==> src/rtl/prio_encoder_rr_if.sv <==
// Request/result handshake bundle for prio_encoder_rr.
// The grant vector exists only when PRIO_ENC_ONEHOT_EN is defined.
interface prio_encoder_rr_if #(
  parameter int N = 3
);
  logic                req_vld;
  logic                req_rdy;
  logic [(1<<N)-1:0]   req;
  logic                mode;
  logic                out_vld;
  logic                out_rdy;
  logic [N-1:0]        idx;
  logic                none;
`ifdef PRIO_ENC_ONEHOT_EN
  logic [(1<<N)-1:0]   grant;
`endif

  // Request source / result consumer side.
  modport master (
    output req_vld, req, mode, out_rdy,
    input  req_rdy, out_vld, idx, none
`ifdef PRIO_ENC_ONEHOT_EN
    , input grant
`endif
  );

  // Encoder side.
  modport slave (
    input  req_vld, req, mode, out_rdy,
    output req_rdy, out_vld, idx, none
`ifdef PRIO_ENC_ONEHOT_EN
    , output grant
`endif
  );
endinterface

==> src/rtl/prio_encoder_rr.sv <==
// Registered priority encoder over 2**N request lines, fixed or round-robin per request.
// Optional one-hot grant output enabled by defining PRIO_ENC_ONEHOT_EN.
module prio_encoder_rr #(
  parameter int N = 3
) (
  input  logic              clk,
  input  logic              rst_n,
  prio_encoder_rr_if.slave  bus
);
  localparam int W = 1 << N;

  logic         outVld_q, outVld_d;
  logic [N-1:0] idx_q, idx_d;
  logic         none_q, none_d;
  logic [N-1:0] ptr_q, ptr_d;
`ifdef PRIO_ENC_ONEHOT_EN
  logic [W-1:0] grant_q, grant_d;
`endif

  logic         reqRdy;
  logic         accept;
  logic         reqZero;
  logic [N-1:0] fixWin;
  logic [N-1:0] rrWin;
  logic [N-1:0] rrPos;
  logic         rrFound;
  logic [N-1:0] win;

  // Single-entry output register: a new request fits if the slot is empty or draining now.
  assign reqRdy  = !outVld_q || bus.out_rdy;
  assign accept  = bus.req_vld && reqRdy;
  assign reqZero = ~|bus.req;

  // Fixed priority: the last set bit scanned upward is the highest index.
  always_comb begin
    fixWin = '0;
    for (int i = 0; i < W; i++) begin
      if (bus.req[i]) fixWin = N'(i);
    end
  end

  // Round-robin: scan upward from ptr with natural N-bit wrap, first hit wins.
  always_comb begin
    rrWin   = '0;
    rrFound = 1'b0;
    rrPos   = '0;
    for (int k = 0; k < W; k++) begin
      rrPos = ptr_q + N'(k);
      if (!rrFound && bus.req[rrPos]) begin
        rrWin   = rrPos;
        rrFound = 1'b1;
      end
    end
  end

  assign win = bus.mode ? rrWin : fixWin;

  always_comb begin
    outVld_d = outVld_q;
    idx_d    = idx_q;
    none_d   = none_q;
    ptr_d    = ptr_q;
`ifdef PRIO_ENC_ONEHOT_EN
    grant_d  = grant_q;
`endif
    if (accept) begin
      outVld_d = 1'b1;
      none_d   = reqZero;
      idx_d    = reqZero ? '0 : win;
`ifdef PRIO_ENC_ONEHOT_EN
      grant_d  = reqZero ? '0 : (W'(1) << win);
`endif
      // The pointer only advances on a real round-robin grant.
      if (bus.mode && !reqZero) ptr_d = win + N'(1);
    end else if (bus.out_rdy) begin
      outVld_d = 1'b0;
    end
  end

  always_ff @(posedge clk or negedge rst_n) begin
    if (!rst_n) begin
      outVld_q <= 1'b0;
      idx_q    <= '0;
      none_q   <= 1'b0;
      ptr_q    <= '0;
`ifdef PRIO_ENC_ONEHOT_EN
      grant_q  <= '0;
`endif
    end else begin
      outVld_q <= outVld_d;
      idx_q    <= idx_d;
      none_q   <= none_d;
      ptr_q    <= ptr_d;
`ifdef PRIO_ENC_ONEHOT_EN
      grant_q  <= grant_d;
`endif
    end
  end

  assign bus.req_rdy = reqRdy;
  assign bus.out_vld = outVld_q;
  assign bus.idx     = idx_q;
  assign bus.none    = none_q;
`ifdef PRIO_ENC_ONEHOT_EN
  assign bus.grant   = grant_q;
`endif
endmodule
==> src/flat_wrapper.sv <==
// flat-port wrapper written by rule: the top's interface ports become plain ports
module prio_encoder_rr_flat 
#(
  parameter int N = 3
)
  (clk, rst_n, bus_req_vld, bus_req, bus_mode, bus_out_rdy, bus_req_rdy, bus_out_vld, bus_idx, bus_none);
  prio_encoder_rr_if #(.N(N)) bus_i ();
  input  logic clk;
  input  logic rst_n;
  input wire logic [$bits(bus_i.req_vld)-1:0] bus_req_vld;
  input wire logic [$bits(bus_i.req)-1:0] bus_req;
  input wire logic [$bits(bus_i.mode)-1:0] bus_mode;
  input wire logic [$bits(bus_i.out_rdy)-1:0] bus_out_rdy;
  output wire logic [$bits(bus_i.req_rdy)-1:0] bus_req_rdy;
  output wire logic [$bits(bus_i.out_vld)-1:0] bus_out_vld;
  output wire logic [$bits(bus_i.idx)-1:0] bus_idx;
  output wire logic [$bits(bus_i.none)-1:0] bus_none;
  assign bus_i.req_vld = bus_req_vld;
  assign bus_i.req = bus_req;
  assign bus_i.mode = bus_mode;
  assign bus_i.out_rdy = bus_out_rdy;
  assign bus_req_rdy = bus_i.req_rdy;
  assign bus_out_vld = bus_i.out_vld;
  assign bus_idx = bus_i.idx;
  assign bus_none = bus_i.none;
  prio_encoder_rr #(.N(N)) u_core (.clk(clk), .rst_n(rst_n), .bus(bus_i));
endmodule
==> config.mk <==
export PLATFORM = sky130hd
export DESIGN_NAME = prio_encoder_rr_flat
export DESIGN_NICKNAME = d
export VERILOG_FILES = /design/src/rtl/prio_encoder_rr_if.sv /design/src/rtl/prio_encoder_rr.sv /design/src/flat_wrapper.sv
export SDC_FILE = /design/constraint.sdc
export NUM_CORES = 1
export LEC_CHECK = 0
export BUFFER_PORTS_ARGS = -buffer_cell sky130_fd_sc_hd__buf_2
export CAP_MARGIN = 20
export CORE_UTILIZATION = 61
export CTS_CLUSTER_SIZE = 30
export DETAILED_ROUTE_END_ITERATION = 8
export PLACE_DENSITY = 0.9
export SYNTH_ARGS = -nofsm -noshare
export SYNTH_HDL_FRONTEND = slang
export SYNTH_SLANG_ARGS = --single-unit
==> constraint.sdc <==
create_clock -name clk -period 10.55 [get_ports clk]
set_input_delay 2.11 -clock clk [delete_from_list [all_inputs] [get_ports clk]]
set_output_delay 2.11 -clock clk [all_outputs]
set_load 0.01 [all_outputs]
# ---- After elaboration in Yosys (flattened, before gate mapping)
# Cells that the tools add are included.
dict set report op_classes {
  addsub 8
  n_lt_le_gt_ge 8
  n_mux 42
  n_reduce_logical 22
}
# cell n
set ops {}
lappend ops {{two-way mux 3 bit} 16}
lappend ops {{less-than comparator 3 x 4 -> 1 bit, second input constant} 8}
lappend ops {{binary-select mux 1 bit (select 3 bit)} 8}
lappend ops {{two-way mux 1 bit} 18}
lappend ops {{adder 3 bit, second input constant} 4}
lappend ops {{logical AND 1 bit} 9}
lappend ops {{zero test 1 bit} 9}
lappend ops {{OR reduction 8 bit} 1}
lappend ops {{adder 3 x 1 -> 3 bit, second input constant} 2}
lappend ops {{adder 3 x 2 -> 3 bit, second input constant} 2}
lappend ops {{AND reduction 2 bit} 1}
lappend ops {{nonzero test 2 bit} 1}
lappend ops {{logical OR 1 bit} 1}
dict set report totals {
  ff_bits 8
  in_bits 13
  out_inout_bits 6
  wordCells 84
}

# ---- Depth between registers and ports, before layout
dict set report depth {
  ltp_word 26
  mapped_depth 16
  depth_no_buf 12
}

# ---- Least setup slack after synthesis
# OpenSTA, ideal clock, no wires.
dict set report synth_timing {
  path_kind {input-to-reg}
  start {in bus_req[4]}
  end {reg u_core.ptr_q[2]}
  setup_time_ns 0.082
  t_arrival_ns 4.826
  required_ns 10.468
  slack_ns 5.642
  path_stages 12
  n_path_buf 2
  cell_sequence {clkbuf_2 -> mux4_2 -> a211oi_2 -> a22oi_1 -> or3b_1 -> buf_2 -> o21ai_0 -> nor4b_1 -> nor2_1 -> ha_1 -> or3_1 -> a31oi_1}
}
dict set report synth_via {
  elab_chain_cells 26
  elab_cells_between_ends 54
  cone_classes {add/sub (1); mux (36); reduce/logical (17)}
}
# element line_no
set synth_rtl {}
lappend synth_rtl {{from (decl)} flat_wrapper.sv:11} ;# input wire logic [$bits(bus_i.req)-1:0] bus_req;
lappend synth_rtl {{binary-select mux 1 bit (select 3 bit)} prio_encoder_rr.sv:49} ;# if (!rrFound && bus.req[rrPos]) begin
lappend synth_rtl {{two-way mux 1 bit (not written as such)} prio_encoder_rr.sv:49}
lappend synth_rtl {{two-way mux 1 bit} prio_encoder_rr.sv:49}
lappend synth_rtl {{zero test 1 bit} prio_encoder_rr.sv:49}
lappend synth_rtl {{logical AND 1 bit} prio_encoder_rr.sv:49}
lappend synth_rtl {{two-way mux 1 bit} prio_encoder_rr.sv:49}
lappend synth_rtl {{zero test 1 bit} prio_encoder_rr.sv:49}
lappend synth_rtl {{logical AND 1 bit} prio_encoder_rr.sv:49}
lappend synth_rtl {{[10 not listed]} -}
lappend synth_rtl {{zero test 1 bit} prio_encoder_rr.sv:49}
lappend synth_rtl {{logical AND 1 bit} prio_encoder_rr.sv:49}
lappend synth_rtl {{two-way mux 1 bit} prio_encoder_rr.sv:49}
lappend synth_rtl {{zero test 1 bit} prio_encoder_rr.sv:49}
lappend synth_rtl {{logical AND 1 bit} prio_encoder_rr.sv:49}
lappend synth_rtl {{two-way mux 3 bit} prio_encoder_rr.sv:49}
lappend synth_rtl {{two-way mux 3 bit} prio_encoder_rr.sv:56} ;# assign win = bus.mode ? rrWin : fixWin;
lappend synth_rtl {{adder 3 x 1 -> 3 bit} prio_encoder_rr.sv:74} ;# if (bus.mode && !reqZero) ptr_d = win + N'(1);
lappend synth_rtl {{to (signal assigned)} prio_encoder_rr.sv:93} ;# ptr_q <= ptr_d;
lappend synth_rtl {{to (decl)} prio_encoder_rr.sv:15} ;# logic [N-1:0] ptr_q, ptr_d;
# Parallel ways exist; a longest one is shown, timed or not. The select of a mux whose other input is x is not followed.
# A chain may end at the register's enable or synchronous reset.

# ---- Final worst setup path
# Ends and elaborated chain as after synthesis.

==> run summary <==
The flow ran to the end, and the final reports show no timing, DRC or antenna violations. Once detailed placement completed, the half-perimeter wirelength came to 2.38 mm. The logic depth of the worst register-to-register path was 12. The endpoint identified for the worst register-to-register timing path is u_core.ptr_q[2]. The category of the most critical setup path was in -> reg. Clock-pin slew was measured on the worst setup and hold paths at 0.06 ns.

At the end of the flow the core is filled with cells to 69.1%. The growth of design area from synthesis to finish was 6.80%. The worst hold path terminates at u_core.bus.idx[0].

The first detailed-routing pass ran for 5 iterations. For this design, the sink count on the clock tree is 8. The clock period could shrink to 4.93 ns. The die covers 2270 µm². The tools report the final hold violation count as 0. The logs give 1053 for the number of global-route vias before repair and 15.8% for the register area share after synthesis.

In this run the tool buffered the top-level ports with 18 buffer cells. In this run, the number of DRC markers left after iteration 0 of detailed routing was 61. Total CTS buffers: 3.

The CTS root buffer was sky130_fd_sc_hd__clkbuf_4. The number of antenna diodes in the final layout is 0. For the detailed-route via count, the log shows 1250.

The worst setup skew after layout came out at 0.00404 ns. Counting instances, the worst hold path has a depth of 2. The tools report the initial antenna violation count as 0.

STA classifies the critical path startpoint as an input port. The tool flagged a number of max-cap violations equal to 0. Setup repair after global routing left no endpoint under its margin. Of the cells placed in the final design, the portion with a size suffix greater than 1 is 23.7%. During I/O placement, the number of pins put on the boundary was 19. Class of the worst hold path: reg -> reg. Area of the placeable core: 1960 µm².

The biggest cell delay along the critical path is 0.56 ns. For this design the static power due to leakage is 0.552 nW. In the routed design, unresolved DRC markers number 0. The final-report setup violation count came out at 0. Across the VDD grid, the largest voltage drop is 0.180 mV.

The tools report the synthesis warning total as 0. STA classifies the critical path endpoint as a register. The run gives 4.82 mm as the first-pass GRT wire length. Of all cell types, the one taking the most synthesized area is sky130_fd_sc_hd__dfrtp_1.

The run gives 0 as the count of final max-slew check failures. For the pin with the worst max-slew slack, the measured transition is 0.747 ns. The aggregate global routing overflow came out at 0.

After synthesis, the netlist uses 45 different library cells. Of the post-synthesis cell area, the dominant cell type holds 15.8%. The layout has 164 filler cells.

Walking the worst path, the cells encountered are buf_2, mux4_2, a211oi_2, a22oi_1, or3b_1, o21ai_0, nor4b_1, nor2_1, ha_1, or3_1, a31oi_1. Total routing usage reported by global routing: 31.7%. Derived from the worst setup path, the maximum achievable clock frequency is 0.203 GHz. The worst min-delay path startpoint is u_core.bus.idx[0]. Yosys instantiated no cell more often than sky130_fd_sc_hd__nor2_1. In this run the horizontal extent of the chip is 47.6 µm. The initial utilization of the core area, before any placement, comes to 64.7%. For the final routed database, the setup TNS stands at 0 ns. Insertion delay to the later sink of the worst-skew pair: 0.27 ns.

Synthesis inferred 8 register bits. For the number of buffers added for setup after CTS, the log shows 0. TritonCTS built the clock tree.

In this run the vertical extent of the chip is 47.6 µm. The cts-stage hold buffer count came out at 0. In this run the deepest clock path goes through 2 buffers. In the routed layout, each cell is associated on average with a via count of 6.98. The detail route stage leaves a number of antenna-violating nets equal to 0.

STA puts the critical path data arrival time at 5.12 ns. The final clock period utilization by the worst path is 46.7%. For the total wirelength of the detailed-routed design, the log shows 3.14 mm. The worst register-to-register path begins at u_core.ptr_q[0].

Dividing the synthesized area by the synthesized cell count gives 8.93 µm². The run gives 1 as the number of levels the H-tree was split into. The commonest cells after synthesis are sky130_fd_sc_hd__nor2_1, sky130_fd_sc_hd__inv_1, sky130_fd_sc_hd__nand2_1. At the end of routability-driven placement, the weighted congestion stood at 1.04.

By area the synthesized netlist is led by sky130_fd_sc_hd__dfrtp_1, sky130_fd_sc_hd__mux4_2, sky130_fd_sc_hd__mux4_1. In this run, synthesis inferred 0 flip-flops with an integrated enable. The worst register-to-register path has a setup slack of 5.99 ns. Entering global routing, the biggest net connects 19 pins. Measured against its own limit, the worst slew margin works out to 50.2%. The slowest stage of the critical path is the sky130_fd_sc_hd__mux4_2 cell.

The run gives 10.74 ns as the required time reported for the critical path endpoint. In the synthesized netlist the dominant register cell turns out to be sky130_fd_sc_hd__dfrtp_1. The run gives 170 as the post-layout net count. The top fanout value on the critical path is 10, and the row count is 16.

After detailed routing, the average wire length per cell comes to 17.6 µm. For this design the ratio of total power to cell area is 356 nW/µm². After clock tree synthesis, the repair step resized 0 gates. The run gives 158 as the total nets after synthesis.

Summing every instance area after synthesis gives 1270 µm². For this run, asynchronously set or reset flops after synthesis account for 100%. Synthesis produced 142 cells.
report_power, final:
| part | switching, W | internal, W | leakage [nW] |
|---|---|---|---|
| Clock | 0.0000121 | 0.0000131 | 0.0138 |
| Combinational | 0.000206 | 0.000177 | 0.444 |
| Sequential | 0.0000319 | 0.0000421 | 0.0939 |
registers in the layout, summed over array words and instances (netlist names):
name                count
u_core.bus.idx          3
u_core.bus.none         1
u_core.bus.out_vld      1
u_core.ptr_q            3
cell families (layout without fill, tap and decap cells):
| group | Yosys count | count (layout) | synth area share, % |
|---|---|---|---|
| compound gates | 41 | 41 | 22.3 |
| xor+xnor | 3 | 3 | 2.07 |
| fa+ha+maj | 3 | 3 | 2.96 |
| buf+inv | 20 | 30 | 7.40 |
| flops | 8 | 8 | 15.8 |
| mux | 24 | 24 | 32.6 |
| simple gates | 43 | 43 | 16.9 |
routing by layer:
| layer | track usage, % | part of all wire (%) |
|---|---|---|
| met1 | 41.9 | 40 |
| met4 | 14.4 | 1.7 |
| met3 | 8.30 | 8.3 |
| met5 | 0 | 0 |
| met2 | 49.0 | 50 |
worst max-delay path by stage:
stage               start  cells past startpoint         endpoint
2_1_floorplan  bus_req[4]                     12  u_core.ptr_q[2]
3_5_place_dp   bus_req[6]                     11  u_core.ptr_q[2]
4_1_cts        bus_req[4]                     11  u_core.ptr_q[2]
3_3_place_gp   bus_req[4]                     11  u_core.ptr_q[2]
5_1_grt        bus_req[6]                     11  u_core.ptr_q[2]
6_report       bus_req[4]                     11  u_core.ptr_q[2]
worst max-delay path, delay by kind of cell:
kind / cells / cell delay, ns
simple gates: 4 / 1.26
compound gates: 4 / 0.83
mux: 1 / 0.56
fa+ha+maj: 1 / 0.21
buf+inv: 1 / 0.16
final cells by class:
class	count	area, µm²	area share, %
multi-input combinational	114	975	71.9
clock buffer	3	22.5	1.66
timing repair buffer	18	90.1	6.65
sequential	8	200	14.8
tap	27	33.8	2.49
inverter	9	33.8	2.49
per-stage QoR:
step	cell area [µm²]	setup slack, ns	power [W]	hold slack [ns]	instances
after floorplan	1270	5.64	0.000384	0.515	142
after global placement	1330	5.53	0.000431	0.469	176
after CTS	1360	5.72	0.000472	0.486	179
after detailed placement	1330	5.43	0.000445	0.474	176
after global routing	1360	5.45	0.000518	0.521	179
final	1360	5.62	0.000483	0.489	179
cell usage in the layout (no fill, tap or decap), types with 5 or more instances in the layout:
master / n
sky130_fd_sc_hd__mux4_2: 7
sky130_fd_sc_hd__nand2b_1: 5
sky130_fd_sc_hd__o21ai_0: 8
sky130_fd_sc_hd__dfrtp_1: 8
sky130_fd_sc_hd__nand2_1: 9
sky130_fd_sc_hd__buf_2: 18
sky130_fd_sc_hd__inv_1: 9
sky130_fd_sc_hd__a21oi_1: 8
sky130_fd_sc_hd__mux4_1: 5
sky130_fd_sc_hd__mux2i_1: 8
sky130_fd_sc_hd__nor2_1: 13
No activity file was read; power rests on OpenSTA's default activity.
